## src/rtl/adder_sum_decoder.sv

```systemverilog
// adder_sum_decoder: bit-serial recovery of x = sm - y - cin behind an adder lane.
// One bit of the difference is produced per clock, LSB first; flags borrow and zero result.
// Optional feature macro: ADDER_SUM_DECODER_OVF_EN adds the ovf output (x does not fit WIDTH bits).
module adder_sum_decoder #(
  parameter int unsigned WIDTH  = 8,
  parameter int unsigned SWIDTH = WIDTH + 1
) (
  input  logic              clk,
  input  logic              rst_n,
  input  logic              in_valid,
  output logic              in_ready,
  input  logic [SWIDTH-1:0] sm,
  input  logic [WIDTH-1:0]  y,
  input  logic              cin,
  output logic              out_valid,
  input  logic              out_ready,
  output logic [WIDTH-1:0]  x,
  output logic              x_zero,
  output logic              borrow
`ifdef ADDER_SUM_DECODER_OVF_EN
  ,
  output logic              ovf
`endif
);

  localparam int unsigned CW = (SWIDTH > 1) ? $clog2(SWIDTH) : 1;
  localparam logic [CW-1:0] CNT_LAST = CW'(SWIDTH - 1);

  localparam logic [1:0] S_IDLE = 2'd0;
  localparam logic [1:0] S_RUN  = 2'd1;
  localparam logic [1:0] S_DONE = 2'd2;

  logic [1:0]        state;
  logic [1:0]        state_nxt;
  logic [CW-1:0]     cnt;
  logic [SWIDTH-1:0] a_q;
  logic [SWIDTH-1:0] b_q;
  logic              br_q;
  // Difference bits produced so far; the final (MSB) bit is taken live from d_c.
  logic [SWIDTH-2:0] diff_q;

  logic d_c;
  logic br_nxt_c;
  logic last_c;
  logic accept_c;

  // One full-subtractor step on the current LSBs plus handshake/terminal decode.
  always_comb begin
    d_c      = a_q[0] ^ b_q[0] ^ br_q;
    br_nxt_c = (~a_q[0] & (b_q[0] | br_q)) | (b_q[0] & br_q);
    last_c   = (cnt == CNT_LAST);
    accept_c = in_valid & in_ready;
  end

  // Next-state logic: IDLE -> RUN on accept, RUN -> DONE after last bit, DONE -> IDLE on consume.
  always_comb begin
    state_nxt = state;
    case (state)
      S_IDLE:  if (accept_c)  state_nxt = S_RUN;
      S_RUN:   if (last_c)    state_nxt = S_DONE;
      S_DONE:  if (out_ready) state_nxt = S_IDLE;
      default: state_nxt = S_IDLE;
    endcase
  end

  // State register; handshake outputs registered as a decode of the next state.
  always_ff @(posedge clk or negedge rst_n) begin
    if (!rst_n) begin
      state     <= S_IDLE;
      in_ready  <= 1'b1;
      out_valid <= 1'b0;
    end else begin
      state     <= state_nxt;
      in_ready  <= (state_nxt == S_IDLE);
      out_valid <= (state_nxt == S_DONE);
    end
  end

  // Operand capture, serial shift datapath and result registers loaded on the last bit.
  always_ff @(posedge clk or negedge rst_n) begin
    if (!rst_n) begin
      cnt    <= '0;
      a_q    <= '0;
      b_q    <= '0;
      br_q   <= 1'b0;
      diff_q <= '0;
      x      <= '0;
      x_zero <= 1'b0;
      borrow <= 1'b0;
`ifdef ADDER_SUM_DECODER_OVF_EN
      ovf    <= 1'b0;
`endif
    end else if (accept_c) begin
      a_q    <= sm;
      b_q    <= SWIDTH'(y);
      br_q   <= cin;
      cnt    <= '0;
      diff_q <= '0;
    end else if (state == S_RUN) begin
      a_q    <= a_q >> 1;
      b_q    <= b_q >> 1;
      br_q   <= br_nxt_c;
      diff_q <= {d_c, diff_q[SWIDTH-2:1]};
      cnt    <= cnt + CW'(1);
      if (last_c) begin
        x      <= diff_q[WIDTH-1:0];
        x_zero <= (diff_q[WIDTH-1:0] == '0);
        borrow <= br_nxt_c;
`ifdef ADDER_SUM_DECODER_OVF_EN
        ovf    <= d_c & ~br_nxt_c;
`endif
      end
    end
  end

endmodule
```

## config.mk

```make
export PLATFORM = sky130hd
export DESIGN_NAME = adder_sum_decoder
export DESIGN_NICKNAME = d
export VERILOG_FILES = /design/src/rtl/adder_sum_decoder.sv
export SDC_FILE = /design/constraint.sdc
export NUM_CORES = 1
export LEC_CHECK = 0
export BUFFER_PORTS_ARGS = -buffer_cell sky130_fd_sc_hd__buf_2
export CELL_PAD_IN_SITES_DETAIL_PLACEMENT = 0
export CELL_PAD_IN_SITES_GLOBAL_PLACEMENT = 1
export CORE_MARGIN = 2
export CORE_UTILIZATION = 45
export DETAILED_ROUTE_END_ITERATION = 10
export PLACE_DENSITY = 0.84
export SKIP_LAST_GASP = 1
export SLEW_MARGIN = 20
export SYNTH_ARGS = -nofsm -noshare
export SYNTH_HDL_FRONTEND = slang
export SYNTH_SLANG_ARGS = --single-unit
```

## constraint.sdc

```tcl
create_clock -name clk -period 2.75 [get_ports clk]
set_clock_uncertainty 0.2 [all_clocks]
set_input_delay 0.55 -clock clk [delete_from_list [all_inputs] [get_ports clk]]
set_output_delay 0.55 -clock clk [all_outputs]
set_load 0.05 [all_outputs]
```

==> flow_summary.ini <==
[sta]
worst_slew_pin_slew_ns = 0.879
slew_headroom_pct = 41.3
rsz0062_at_grt = no
slew_violations = 0
fin_crit_sh_pct = 73.4
fin_tns_setup_ns = 0
hold_ws_ns = 0.126
setup_viol = 0
min_period_ns = 2.02
max_clock_freq_mhz = 495
hold_viol_final = 0

[floorplanning]
initial_core_util_pct = 47.3
die_area_um2 = 4770
pin_count = 34
coreArea_um2 = 4030
row_count = 23
die_height_um = 69.1
die_w_um = 69.1

[worst_hold_path]
hold_path_class = input pin to asynchronous set/reset pin

[setup_path]
cp_max_fo = 10
worstSetupEndpointType = register
critPathLaunch = cnt[0]
rr_startpoint = cnt[0]
setup.worst_path.start_class = register
worst-r2r-setup-slack_ns = 0.73
worst-setup-path-type = register to register
crit_arrival_ns = 2.00
required_ns = 2.73

[pwr]
vdd_drop_max_mv = 0.601
p_comb_share_pct = 38.1
p_leak_uw = 0.00111
p_seq_share_pct = 38.8
intPower_uw = 1780
switching_share_pct = 38.5
p_per_area_nw_per_um2 = 1270
switchingPower_uw = 1120
clock_power_share_pct = 23.1

[detailed_routing]
drc = 0
wl_per_cell_um = 12.7
vias = 1383
drt-total-wl_mm = 3.53
viasPerCell = 4.97
dr.pass1.iters = 4
drtAntennaViolNets = 0
drtIter0Drc = 65

[place]
numPortBuffers = 33
gp_congestion = 0.791
place_hpwl_mm = 2.32

[logic_synthesis]
ys_ff_latch = 44
syn_nets = 219
avgSynthCellArea_um2 = 9.83
yosys_warnings = 0
synth_top_flop_cell = dfrtp_1
ys_top_cells_by_area = dfrtp_1 (56%), nand2_1 (11%), mux2_2 (5.3%)
synth_edf_count = 0
synth_area_um2 = 1910
synth_cell_types = 26
synth-async-reset-ratio_pct = 100
syn-instance-count = 194
yosys.area.top_type = dfrtp_1
ys_seq_area_share_pct = 57.8
synth_top_area_share_pct = 56.4

[final_layout]
layout-drive-gt1-share_pct = 25.0
diodes = 0
fillers = 381
nets = 252
syn_to_final_growth_pct = 19.3

[clock_network]
htree_levels = 2
cts_buffers = 5
cts_tree = built
clkTransAtPathRegs_ns = 0.09
cts_hold_buf = 0
cts_setup_buffers = 0
clk_latency_ns = 0.29
cts_resized = 0
cts-root-buf = clkbuf_8
cts.sinks = 44
cts-root-to-sink-buffers = 2

[run_status]
outcome = finished clean

[global_routing]
grt-ovfl-total = 0
antenna_found_initial = 0
grt_pass1_vias = 1360
grt_max_degree = 45
grt_pass1_wl_mm = 6.31
grt_util_all_layers_pct = 16.4

[flow_run]
maxCapViolCount = 0
==> power by group through the flow <==
stage	registers (uW)	logic (uW)	clock network, uW
after floorplan	1330	657	0
after global placement	1130	1100	0
after CTS	1120	1120	681
final	1120	1100	668
after global routing	1160	1240	714
after detailed placement	1130	1120	0
==> cell usage in the layout (no fill, tap or decap) <==
cell type / Yosys / layout
fa_1: 1 / 1
buf_2: 6 / 33
nand3b_1: 2 / 2
nand2b_2: 1 / 1
xor2_1: 1 / 1
inv_1: 6 / 6
a21oi_1: 11 / 11
nand2_1: 54 / 54
mux2_2: 9 / 9
nand3_1: 1 / 1
nor4_1: 2 / 2
a22o_1: 2 / 2
ha_1: 2 / 2
mux2i_1: 3 / 3
buf_4: 0 / 4
bufinv_16: 0 / 3
dfrtp_1: 43 / 43
nor2_1: 20 / 20
or3_1: 1 / 1
dfstp_2: 1 / 1
clkbuf_8: 0 / 5
nor3_4: 1 / 1
and2_1: 1 / 1
nor2b_1: 1 / 1
o21ai_0: 4 / 4
o21a_1: 1 / 1
a31oi_1: 15 / 15
==> cells in the mapped netlist, types with 2 or more instances <==
| cell | number |
|---|---|
| nand3b_1 | 2 |
| o21ai_0 | 4 |
| a22o_1 | 2 |
| inv_1 | 6 |
| mux2_2 | 9 |
| nor2_1 | 20 |
| dfrtp_1 | 43 |
| clkbuf_1 | 4 |
| buf_2 | 6 |
| nand2_1 | 54 |
| nor4_1 | 2 |
| a31oi_1 | 15 |
| mux2i_1 | 3 |
| ha_1 | 2 |
| a21oi_1 | 11 |
==> final cells by class <==
class,count,area (um2),share of cell area [%]
inverters,6,22.5,0.990
multi-input cells,133,733,32.2
clock inverters,3,90.1,3.96
flip-flops and latches,44,1100,48.5
repair buffers,37,195,8.58
clock buffers,5,68.8,3.03
well taps,50,62.6,2.75
==> logic make-up (layout without fill, tap and decap cells) <==
group / after synthesis / count (layout) / synth area share (%)
buffers and inverters: 17 / 51 / 3.74
adders and majority gates: 3 / 3 / 2.36
muxes: 12 / 12 / 6.89
AOI/OAI and AO/OA: 33 / 33 / 10.2
xor gates and xnor gates: 1 / 1 / 0.459
and+or+nand+nor: 84 / 84 / 18.6
DFF: 44 / 44 / 57.8
==> critical path: stages (launching register included) <==
cell and delay [ns]:
dfrtp_1 0.41, inv_1 0.08, ha_1 0.14, nand3b_1 0.18, nor3_4 0.50, mux2_2 0.40
==> through the flow <==
stage	setup WS (ns)	utilization (%)	instance area, um2	power (uW)	cells
6_report	0.730	56.5	2270	2890	278
5_1_grt	0.541	56.5	2270	3120	278
4_1_cts	0.685	56.5	2270	2930	278
3_5_place_dp	0.697	52.5	2120	2260	270
3_3_place_gp	0.776	52.5	2120	2230	270
2_1_floorplan	0.874	-	1910	1990	194
==> sequential cells by signal, summed over array words and instances, names as in the netlist <==
| signal | flops |
|---|---|
| a_q | 9 |
| b_q | 8 |
| diff_q | 8 |
| x | 8 |
| cnt | 4 |
| state | 2 |
| borrow | 1 |
| br_q | 1 |
| in_ready | 1 |
| out_valid | 1 |
| x_zero | 1 |
==> routing by layer <==
layer | up-vias | wire (um) | GRT usage [%]
met5 | - | 0 | 0
met4 | 0 | 21 | 4.58
met3 | 2 | 158 | 5.12
met2 | 26 | 1600 | 25.4
met1 | 646 | 1740 | 22.4
li1 | 709 | - | -
==> worst paths after layout <==
| check | endpoint | cells past startpoint |
|---|---|---|
| setup / recovery | x[6] | 5 |
| hold / removal | x[6] | 2 |
| setup reg to reg | x[6] | 5 |
| hold reg to reg | x[5] | 1 |
| max in group asynchronous | in_ready | 2 |
| min in group clk | br_q | 3 |
Power figures use the tool's default switching activity.
